--- src/rtl/cla_pkg.sv ---
// Shared types for the nibble-serial CLA sequencer: FSM state encoding and counter sizing.
// Latency: none (types and a constant function only).
// Backpressure: not applicable.
package cla_pkg;

    typedef enum logic [1:0] {
        IDLE = 2'd0,
        RUN  = 2'd1,
        DONE = 2'd2
    } state_t;

    // Nibble counter width: ceil(log2(nib)), but never narrower than one bit.
    function automatic int NIB_BITS(input int nib);
        return (nib <= 1) ? 1 : $clog2(nib);
    endfunction

endpackage

--- src/rtl/generic_cla.sv ---
// 4-bit carry-lookahead adder slice built from propagate/generate, carry and sum children.
// Latency: purely combinational.
// Backpressure: none; the slice evaluates its inputs continuously.
module cla_pg (
    input  logic [3:0] a_i,
    input  logic [3:0] b_i,
    output logic [3:0] p_o,
    output logic [3:0] g_o
);
    assign p_o = a_i ^ b_i;
    assign g_o = a_i & b_i;
endmodule

module cla_carry (
    input  logic [3:0] p_i,
    input  logic [3:0] g_i,
    input  logic       c_i,
    output logic [4:0] c_o
);
    // Every carry is expanded directly from p/g and the slice carry-in, no rippling.
    assign c_o[0] = c_i;
    assign c_o[1] = g_i[0] | (p_i[0] & c_i);
    assign c_o[2] = g_i[1] | (p_i[1] & g_i[0]) | (p_i[1] & p_i[0] & c_i);
    assign c_o[3] = g_i[2] | (p_i[2] & g_i[1]) | (p_i[2] & p_i[1] & g_i[0])
                  | (p_i[2] & p_i[1] & p_i[0] & c_i);
    assign c_o[4] = g_i[3] | (p_i[3] & g_i[2]) | (p_i[3] & p_i[2] & g_i[1])
                  | (p_i[3] & p_i[2] & p_i[1] & g_i[0])
                  | (p_i[3] & p_i[2] & p_i[1] & p_i[0] & c_i);
endmodule

module cla_sum (
    input  logic [3:0] p_i,
    input  logic [3:0] c_i,
    output logic [3:0] s_o
);
    assign s_o = p_i ^ c_i;
endmodule

module generic_cla (
    input  logic [3:0] a_i,
    input  logic [3:0] b_i,
    input  logic       cin_i,
    output logic [3:0] sum_o,
    output logic       cout_o
);
    logic [3:0] p;
    logic [3:0] g;
    logic [4:0] c;

    cla_pg    u_pg    (.a_i(a_i), .b_i(b_i), .p_o(p), .g_o(g));
    cla_carry u_carry (.p_i(p), .g_i(g), .c_i(cin_i), .c_o(c));
    cla_sum   u_sum   (.p_i(p), .c_i(c[3:0]), .s_o(sum_o));

    assign cout_o = c[4];
endmodule

--- src/rtl/cla_nibble_sequencer.sv ---
// WIDTH-bit add/subtract by running one 4-bit CLA slice over the operands, LSB nibble first.
// Latency: NIB+1 edges from accept to done; one result per NIB+1 cycles back-to-back.
// Backpressure: start is only honoured in IDLE/DONE; a start during RUN is dropped, not queued.
module cla_nibble_sequencer
    import cla_pkg::*;
#(
    parameter int WIDTH = 16
) (
    input  logic             clk,
    input  logic             rst_n,
    input  logic             start,
    input  logic             sub,
    input  logic [WIDTH-1:0] a,
    input  logic [WIDTH-1:0] b,
    input  logic             cin,
    output logic             busy,
    output logic             done,
    output logic [WIDTH-1:0] sum,
    output logic             cout,
    output logic             ovf
);
    localparam int NIB = WIDTH / 4;
    localparam int CW  = NIB_BITS(NIB);

    state_t           state_q, state_d;
    logic [CW-1:0]    cnt_q, cnt_d;
    logic [WIDTH-1:0] a_q, a_d;
    logic [WIDTH-1:0] b_q, b_d;
    logic [WIDTH-1:0] sum_q, sum_d;
    logic             carry_q, carry_d;
    logic             cout_q, cout_d;
    logic             ovf_q, ovf_d;

    logic             accept;
    logic             last;
    logic [3:0]       nib_a;
    logic [3:0]       nib_b;
    logic [3:0]       nib_s;
    logic             nib_c;

    assign accept = ((state_q == IDLE) || (state_q == DONE)) && start;
    assign last   = (state_q == RUN) && (cnt_q == CW'(NIB - 1));

    // Pick the operand nibbles addressed by the counter.
    always_comb begin
        nib_a = 4'h0;
        nib_b = 4'h0;
        for (int i = 0; i < NIB; i++) begin
            if (cnt_q == CW'(i)) begin
                nib_a = a_q[4*i +: 4];
                nib_b = b_q[4*i +: 4];
            end
        end
    end

    generic_cla u_cla (
        .a_i    (nib_a),
        .b_i    (nib_b),
        .cin_i  (carry_q),
        .sum_o  (nib_s),
        .cout_o (nib_c)
    );

    // State register.
    always_ff @(posedge clk) begin
        if (!rst_n) state_q <= IDLE;
        else        state_q <= state_d;
    end

    // Next-state: DONE lasts one cycle, either re-entering RUN or dropping to IDLE.
    always_comb begin
        state_d = state_q;
        case (state_q)
            IDLE:    if (start) state_d = RUN;
            RUN:     if (last)  state_d = DONE;
            DONE:    state_d = start ? RUN : IDLE;
            default: state_d = IDLE;
        endcase
    end

    // Status outputs decoded straight from the state.
    always_comb begin
        busy = (state_q == RUN);
        done = (state_q == DONE);
    end

    // Datapath next-state: latch on accept, then one nibble per RUN cycle.
    always_comb begin
        cnt_d   = cnt_q;
        a_d     = a_q;
        b_d     = b_q;
        sum_d   = sum_q;
        carry_d = carry_q;
        cout_d  = cout_q;
        ovf_d   = ovf_q;
        if (accept) begin
            a_d     = a;
            b_d     = b ^ {WIDTH{sub}};
            carry_d = sub ? 1'b1 : cin;
            cnt_d   = '0;
        end else if (state_q == RUN) begin
            for (int i = 0; i < NIB; i++) begin
                if (cnt_q == CW'(i)) sum_d[4*i +: 4] = nib_s;
            end
            carry_d = nib_c;
            if (last) begin
                // Counter parks on the last nibble; the exit to DONE stops it.
                cout_d = nib_c;
                ovf_d  = (a_q[WIDTH-1] == b_q[WIDTH-1]) && (nib_s[3] != a_q[WIDTH-1]);
            end else begin
                cnt_d = cnt_q + CW'(1);
            end
        end
    end

    // Datapath registers; reset throws away any partial result.
    always_ff @(posedge clk) begin
        if (!rst_n) begin
            cnt_q   <= '0;
            a_q     <= '0;
            b_q     <= '0;
            sum_q   <= '0;
            carry_q <= 1'b0;
            cout_q  <= 1'b0;
            ovf_q   <= 1'b0;
        end else begin
            cnt_q   <= cnt_d;
            a_q     <= a_d;
            b_q     <= b_d;
            sum_q   <= sum_d;
            carry_q <= carry_d;
            cout_q  <= cout_d;
            ovf_q   <= ovf_d;
        end
    end

    assign sum  = sum_q;
    assign cout = cout_q;
    assign ovf  = ovf_q;

endmodule

--- config.mk ---
export PLATFORM = sky130hd
export DESIGN_NAME = cla_nibble_sequencer
export DESIGN_NICKNAME = d
export VERILOG_FILES = /design/src/rtl/cla_pkg.sv /design/src/rtl/generic_cla.sv /design/src/rtl/cla_nibble_sequencer.sv
export SDC_FILE = /design/constraint.sdc
export NUM_CORES = 1
export LEC_CHECK = 0
export ABC_AREA = 1
export ABC_CLOCK_PERIOD_IN_PS = 3400
export CAP_MARGIN = 15
export CORE_MARGIN = 2
export CORE_UTILIZATION = 30
export DETAILED_ROUTE_END_ITERATION = 8
export PLACE_DENSITY = 0.54
export SLEW_MARGIN = 10
export SYNTH_ARGS = -nofsm -noshare
export SYNTH_HDL_FRONTEND = slang
export SYNTH_SLANG_ARGS = --single-unit
--- constraint.sdc ---
create_clock -name clk -period 3.4 [get_ports clk]
set_clock_uncertainty 0.05 [all_clocks]
set_input_delay 0.51 -clock clk [delete_from_list [all_inputs] [get_ports clk]]
set_output_delay 0.51 -clock clk [all_outputs]
set_load 0.01 [all_outputs]
# Word level (Yosys, flattened, before mapping)
# Index checks and enable logic that the tools add are counted.
[classes]
n_addsub = 1
eq_ne = 9
n_mux = 15
bitwise = 33
n_reduce_logical = 15
[op_table]
columns = ["operator", "n"]
rows = [
  ["4-bit two-way mux", 8],
  ["1-bit bitwise AND", 16],
  ["16-bit bitwise XOR", 1],
  ["3-bit AND reduction", 5],
  ["1-bit OR", 10],
  ["4-bit bitwise XOR", 2],
  ["2-bit == test, second input constant", 3],
  ["2-bit one-hot mux with 3 select lines", 1],
  ["4-bit bitwise AND", 1],
  ["2-bit by 1-bit == test with 1-bit output, second input constant", 2],
  ["2-bit logical NOT", 2],
  ["1-bit two-way mux", 4],
  ["2-bit two-way mux", 2],
  ["2-bit AND reduction", 2],
  ["1-bit logical AND", 3],
  ["1-bit NOT", 3],
  ["2-bit by 1-bit adder with 2-bit output, second input constant", 1],
  ["2-bit by 1-bit inequality test with 1-bit output, second input constant", 1],
  ["2-bit inequality test, second input constant", 1],
  ["2-bit nonzero test", 1],
  ["2-bit OR reduction", 1],
  ["1-bit == test", 1],
  ["1-bit logical OR", 1],
  ["1-bit inequality test", 1],
]
[totals]
regBits = 55
input_bits = 37
out_inout_bits = 20
wordCells = 84

# Depth between registers and ports, before layout
# Gate-level depths: netlist (run 1).
[logic_depth]
depth_word = 13
mapped_depth = 17
mapped_depth_nobuf = 17

# Modules after synthesis
# From an unflattened synthesis (run 1), not the netlist that was laid out.
[hier_totals]
cells_unflattened = 415
area_unflattened_um2 = 2768.9
[by_module_without_submodules]
columns = ["module", "instances", "cells_per_inst", "area_each_um2", "seq_area_each_um2"]
rows = [
  ["cla_nibble_sequencer", 1, 370, 2557.5, 1101.1],
  ["cla_carry", 1, 21, 86.3, 0.0],
  ["cla_sum", 1, 20, 75.1, 0.0],
  ["cla_pg", 1, 4, 50.0, 0.0],
]

# Worst setup path before layout (run 1)
# No wires, ideal clock.
[synth_timing]
kind = "register to register"
from = "register cnt_q[0]"
to = "register sum_q[15], in the netlist sum[15]"
setup_ps = 116
arrival_ps = 2160
required_ps = 3234
slack_ps = 1074
path_stages_with_launch = 16
n_path_buf = 1
synth_period_minus_slack_ps = 2326
path_cell_list = "dfxtp_1 inv_1 ha_1 clkbuf_2 inv_2 o21ai_0 o22ai_1 a21oi_1 ha_1 or2_0 nand2_2 nand2_1 nand2_2 nand3_2 o211ai_1 inv_1"
[synth_between]
elab_chain_len = 11
word_cells_on_any_way = 24
classes_between = "3 x eq/ne; 8 x mux; 11 x bitwise; 2 x reduce/logical"
[synth_lines]
columns = ["element", "line_no", "text"]
rows = [
  ["start, declared", "cla_nibble_sequencer.sv:26", "logic [CW-1:0] cnt_q, cnt_d;"],
  ["start signal, assigned", "cla_nibble_sequencer.sv:127", "cnt_q <= cnt_d;"],
  ["2-bit logical NOT", "cla_nibble_sequencer.sv:49", "if (cnt_q == CW'(i)) begin"],
  ["4-bit two-way mux (4 in a row)", "cla_nibble_sequencer.sv:49", ""],
  ["4-bit bitwise XOR / 4-bit bitwise AND (equally long branches)", "generic_cla.sv:10, generic_cla.sv:11", ""],
  ["1-bit bitwise AND, on equally long branches", "generic_cla.sv:24, generic_cla.sv:25", ""],
  ["1-bit OR (tied with other cells)", "generic_cla.sv:24", "assign c_o[3] = g_i[2] | (p_i[2] & g_i[1]) | (p_i[2] & p_i[1] & g_i[0])"],
  ["1-bit OR / 1-bit bitwise AND (equally long branches)", "generic_cla.sv:24, generic_cla.sv:25", ""],
  ["1-bit OR", "generic_cla.sv:25", "| (p_i[2] & p_i[1] & p_i[0] & c_i);"],
  ["4-bit bitwise XOR", "generic_cla.sv:36", "assign s_o = p_i ^ c_i;"],
  ["end signal, assigned", "cla_nibble_sequencer.sv:130", "sum_q <= sum_d;"],
  ["end, declared", "cla_nibble_sequencer.sv:29", "logic [WIDTH-1:0] sum_q, sum_d;"],
]
# Several ways; a longest one is shown, not always the timed one.
# A chain may end at the register's enable or synchronous reset.

# Final worst setup path (run 1)
[layout_timing]
from = "register cnt_q[1]"
to = "register sum_q[7], in the netlist sum[7]"
# Same word-level chain as after synthesis.

==> results of run 1 <==
==> registers in the layout, summed over array words and instances, names as in the netlist <==
name / cells
state_q: 2
cout: 1
sum: 16
b_q: 16
ovf: 1
cnt_q: 2
carry_q: 1
a_q: 16
==> per-stage QoR <==
stage | setup WS, ns | instance area (sq um) | instances
global route | 0.458 | 3420 | 494
detailed placement | 0.763 | 3310 | 486
global placement | 0.829 | 3310 | 486
CTS | 0.737 | 3420 | 494
floorplan | 1.07 | 2660 | 334
finish | 0.720 | 3420 | 494
==> power groups by stage <==
stage	clock (uW)	sequential [uW]	combinational, uW
floorplan	0	728	217
global placement	0	735	329
detailed placement	0	734	332
CTS	445	720	333
global route	472	725	371
finish	434	719	329
==> worst min path at each step <==
stage / startpoint / end / slack (ns) / cells past startpoint
floorplan: cnt_q[0] / cnt_q[0] / 0.42 / 2
global placement: cnt_q[0] / cnt_q[0] / 0.44 / 2
detailed placement: sum[15] / sum[15] / 0.44 / 2
CTS: cnt_q[0] / cnt_q[0] / 0.46 / 2
global route: cnt_q[0] / cnt_q[0] / 0.47 / 2
finish: cnt_q[0] / cnt_q[0] / 0.46 / 2
==> worst max-delay path: cells and delay by family (launching register included) <==
family | cells | cell delay (ns)
compound gates | 4 | 0.56
buf+inv | 3 | 0.34
flops | 1 | 0.34
simple gates | 5 | 0.58
fa+ha+maj | 2 | 0.69
==> per-layer routing <==
| layer | up-vias | wire, um | part of all wire, % | GRT usage, % |
|---|---|---|---|---|
| met5 | - | 0 | 0 | 0 |
| met1 | 1035 | 3030 | 49 | 17.7 |
| met2 | 47 | 2740 | 45 | 20.9 |
| met3 | 8 | 272 | 4.4 | 2.79 |
| li1 | 1207 | - | - | - |
| met4 | 0 | 97 | 1.6 | 4.43 |
==> cell type report <==
type	count	area share [%]
flip-flops and latches	55	32.2
well taps	108	3.95
clock inverters	3	1.28
multi-input cells	226	39.2
repair buffers	60	17.3
clock buffers	5	2.01
inverters	37	4.06
==> logic make-up (layout without fill, tap and decap cells) <==
family	Yosys count	count (layout)	synth area share [%]
DFF	55	55	41.4
and+or+nand+nor	88	88	16.6
AOI/OAI and AO/OA	111	111	23.3
xor gates and xnor gates	18	18	5.92
adders and majority gates	9	9	4.51
buffers and inverters	53	105	8.23
==> layout by cell type (no fill, tap or decap), types with 4 or more instances in the layout <==
cell             netlist  routed
xnor2_1               16      16
nand3_1                7       7
buf_4                  4       4
clkdlybuf4s50_1        0      56
nor2_4                 5       5
a21oi_1               31      31
nor2_1                49      49
clkbuf_8               0       5
inv_2                  5       5
ha_1                   8       8
o211ai_1               5       5
o21ai_0               50      50
o21ai_1                6       6
dfxtp_1               55      55
a22oi_1                5       5
o21bai_1               6       6
inv_1                 32      32
nand2_1               15      15
==> qor.csv, run 1 <==
stage,metric,value,unit
status,status,completed,
placement,hpwl dp,4.51,mm
synthesis,number of synthesized flops with an enable pin,0,
grt,number of global-route vias before repair,2223,
synthesis,top-area cell type share of the netlist area,41.4,%
setup_path,Worst EP required,3.55,ns
synthesis,post-synth design cell area,2660,sq um
floorplanning,Cell Rows,34,
synthesis,post-synth top area cell,dfxtp_1,
timing,max-slew violation count,0,
hold_path,worst hold-check path type,reg -> reg,
setup_path,CP peak stage delay,0.38,ns
synthesis,Post-synth top cells,"dfxtp_1, o21ai_0, nor2_1, inv_1, a21oi_1",
detailed_routing,antenna-violating nets left,0,
synthesis,synth top area cells,"dfxtp_1, o21ai_0, nor2_1, a21oi_1, xnor2_1",
setup_path,slowest CP cell,ha_1,
grt,Tot GR Track Use,13.1,%
power,Net Sw Frac,28.7,%
clock_network,post-cts resize count,0,
detailed_routing,DR pass1 iterations,6,
setup_path,reg-to-reg endpoint,sum[7],
grt,antenna violations before repair,0,
timing,crit path time final,2.68,ns
power,internal power,1060,uW
floorplanning,Die X,98.2,um
setup_path,worst setup path endpoint,sum[7],
timing,Final period util,78.8,%
grt,global route overflow,0,
detailed_routing,Remaining DRCs,0,
detailed_routing,via density per instance,4.65,
floorplanning,total die area,9640,sq um
clock_network,TritonCTS buffer count,5,
setup_path,crit-path cells,inv_1 > ha_1 > inv_1 > o21ai_0 > o22ai_1 > a21oi_1 > ha_1 > or2_0 > nand2_2 > nand2_1 > nand2_2 > nand3_1 > o211ai_1 > inv_1,
power,Power Total,1480,uW
timing,final hold slack,0.462,ns
detailed_routing,vias,2297,
placement,routability cong.,0.853,
finish,FF/Latch Area,1100,sq um
placement,I/O Buffers,56,
timing,Slew HR,70.2,%
detailed_routing,DRT Wirelength,6.14,mm
setup_path,Critical Path AT,2.83,ns
finish,net total in the final layout,431,
grt,first-pass GRT wire length,10.4,mm
floorplanning,total core area,8680,sq um
setup_path,crit end category,flip-flop,
power,Pleak,0.00144,uW
synthesis,"count leader, synth",dfxtp_1,
clock_network,CTS tree,yes,
power,Pwr Density,433,nW/um^2
clock_network,clock root cell,clkbuf_8,
run,maxcap violations,0,
setup_path,r2r worst-path depth,14,
grt,largest net degree at the start of global routing,54,
synthesis,Synth Register Bits,55,
power,switching pwr,426,uW
timing,Final setup viols,0,
floorplanning,Ports,57,
clock_network,Post-CTS Setup Bufs,0,
synthesis,Synth warnings,0,
clock_network,CTS H-Tree Depth,2,
timing,worst slew pin tran,0.447,ns
finish,Filler cells,919,
clock_network,clk_lat worst skew,0.31,ns
synthesis,Post-Syn Area per Cell,7.97,sq um
power,peak supply drop,159,uV
finish,multi-input logic area,1340,sq um
setup_path,Critical Path Most Common Cell,inv_1,
synthesis,Gate Count Post-Synth,334,
finish,diode count,0,
setup_path,CP startpoint,cnt_q[1],
synthesis,post-synthesis sequential area ratio,41.4,%
synthesis,Post-Syn Nets,380,
power,Clock power frac,29.3,%
clock_network,CTS Hold Bufs,0,
synthesis,Netlist cell types,37,
timing,Fin Setup TNS,0,ns
setup_path,register-to-register setup slack,0.72,ns
setup_path,worst r2r src,cnt_q[1],
finish,Util after Layout,39.4,%
clock_network,maximum clock insertion buffer count,2,
detailed_routing,Routed WL per cell,12.4,um
detailed_routing,1st-iter DRT viols,96,
power,combinational power share,22.2,%
power,Seq pwr share,48.5,%
clock_network,Num Clock Sinks,55,
timing,final hold vios,0,
setup_path,"Max FO, Critical Path",8,
timing,fmax,0.373,GHz
setup_path,CP Launch Type,flip-flop,
clock_network,"Reg clk slew, reported paths",0.10,ns
synthesis,Synth Flop Type,dfxtp_1,
finish,layout cells sized above 1,8.03,%
floorplanning,Initial Utilization,30.7,%
timing,RSZ-0062 raised after global routing,false,
finish,Synth-to-Final Area Change,28.5,%
setup_path,kind of critical path,reg -> reg,
floorplanning,height of the die,98.2,um
synthesis,post-synthesis async set-or-reset flop share,0,%
No activity file was read; power rests on OpenSTA's default activity.
==> run 2, diff against run 1 <==
ABC_CLOCK_PERIOD_IN_PS = 2200   (was 3400)
PLACE_DENSITY = 0.56   (was 0.54)
clock period = 2.2 ns   (was 3.4 ns; I/O delays follow)
==> qor.csv, run 2 (synthesized netlist as in run 1, its figures left out) <==
stage,metric,value,unit
detailed_routing,vias,2440,
setup_path,"Max FO, Critical Path",6,
finish,"commonest non-fill, non-tap cell in the layout",clkdlybuf4s50_1,
clock_network,"Reg clk slew, reported paths",0.09,ns
timing,final hold vios,0,
timing,Slew HR,76.1,%
placement,hpwl dp,4.66,mm
setup_path,CP peak stage delay,0.38,ns
finish,Synth-to-Final Area Change,46.0,%
timing,fmax,0.423,GHz
floorplanning,Initial Utilization,30.7,%
detailed_routing,1st-iter DRT viols,80,
floorplanning,total die area,9640,sq um
detailed_routing,via density per instance,4.67,
setup_path,Worst EP required,2.36,ns
power,Power Total,2520,uW
timing,crit path time final,2.36,ns
grt,global route overflow,0,
setup_path,CP Launch Type,flip-flop,
clock_network,Num Clock Sinks,55,
timing,RSZ-0062 raised after global routing,true,
finish,most frequent cells in the layout,"clkdlybuf4s50_1, dfxtp_1, o21ai_0, nor2_1, buf_4",
clock_network,TritonCTS buffer count,5,
power,Pwr Density,649,nW/um^2
grt,number of global-route vias before repair,2324,
grt,largest net degree at the start of global routing,54,
clock_network,CTS H-Tree Depth,2,
floorplanning,Ports,57,
floorplanning,total core area,8680,sq um
power,Pleak,0.00160,uW
finish,layout cells sized above 1,24.2,%
grt,Tot GR Track Use,13.5,%
setup_path,slowest CP cell,dfxtp_4,
detailed_routing,Remaining DRCs,0,
placement,"worst slack, placed",-0.240,ns
grt,antenna violations before repair,0,
clock_network,clock root cell,clkbuf_8,
finish,net total in the final layout,459,
clock_network,clk_lat worst skew,0.31,ns
timing,Final setup viols,19,
power,peak supply drop,256,uV
timing,final hold slack,0.464,ns
detailed_routing,Routed WL per cell,12.6,um
setup_path,Critical Path AT,2.52,ns
placement,routability cong.,0.882,
status,failing checks,negative setup slack,
grt,first-pass GRT wire length,10.8,mm
status,status,"finished, violations left",
run,maxcap violations,0,
timing,Final WS setup,-0.162,ns
placement,I/O Buffers,56,
detailed_routing,DRT Wirelength,6.58,mm
floorplanning,Die X,98.2,um
setup_path,kind of critical path,reg -> reg,
timing,worst slew pin tran,0.355,ns
finish,diode count,0,
detailed_routing,antenna-violating nets left,0,
detailed_routing,DR pass1 iterations,4,
setup_path,crit-path cells,inv_6 > ha_4 > inv_4 > nor2_4 > inv_2 > nor2_4 > o22ai_2 > a21oi_2 > ha_1 > or2_1 > nand2_2 > nand2_2 > nand2_4 > nand3_2 > o211ai_1 > inv_1,
hold_path,worst hold-check path type,reg -> reg,
floorplanning,height of the die,98.2,um
setup_path,crit end category,flip-flop,
clock_network,maximum clock insertion buffer count,2,
timing,Final period util,107,%
floorplanning,Cell Rows,34,
timing,max-slew violation count,0,
clock_network,CTS tree,yes,
==> run 2: cell types whose count changed in the layout (fill, tap and decap cells not counted), sizes merged <==
| cell | change |
|---|---|
| buf | +28 |
| clkbuf | +1 |
| clkinv | -1 |
==> run 2: final timing paths <==
path            start      end  slack (ns)  cells past startpoint
max reg2reg  cnt_q[0]  sum[15]       -0.16                     16
min reg2reg   sum[11]  sum[11]        0.46                      2
max          cnt_q[0]  sum[15]       -0.16                     16
min           sum[11]  sum[11]        0.46                      2
==> run 2: cell type report <==
type | instances | area [sq um]
timing repair buffer | 88 | 833
multi-input combinational | 226 | 1540
inverter | 37 | 159
clock inverter | 2 | 35.0
sequential | 55 | 1110
tap | 108 | 135
fill | 881 | 4790
clock buffer | 6 | 82.6
==> run 2: critical path, delay by kind of cell (launching register included) <==
family	cells	cell delay, ns
adder cells (fa/ha/maj)	2	0.39
AO/OA/AOI/OAI	3	0.32
buffers and inverters	4	0.24
AND/OR/NAND/NOR	7	0.87
flip-flops	1	0.38
==> run 2: routing by layer <==
| layer | vias up | track usage (%) | share of wire, % |
|---|---|---|---|
| met3 | 11 | 2.65 | 4.8 |
| met4 | 0 | 4.00 | 1.9 |
| met5 | - | 0 | 0 |
| li1 | 1268 | - | - |
| met1 | 1107 | 17.4 | 47 |
| met2 | 54 | 23.1 | 46 |
==> run 2: timing repair <==
action / in CTS / in global routing
pin swaps: 27 / 16
setup buffers: 9 / 6
gates resized for setup: 26 / 25
endpoints found under the setup margin: 19 / 19
hold buffers: 0 / 0
==> run 2: through the flow <==
step | utilization, % | cells | setup TNS (ns) | instance area (sq um)
after floorplan | - | 334 | -0.166 | 2710
after CTS | 43.0 | 516 | -1.74 | 3730
after global placement | 39.9 | 501 | -1.98 | 3460
after detailed placement | 39.9 | 501 | -2.82 | 3460
final | 44.8 | 522 | -1.88 | 3890
after global routing | 44.8 | 522 | -3.99 | 3890
==> run 2: report_power, final <==
| part | switching (uW) | internal [uW] |
|---|---|---|
| clock | 318 | 369 |
| combinational | 361 | 358 |
| sequential | 49.0 | 1070 |
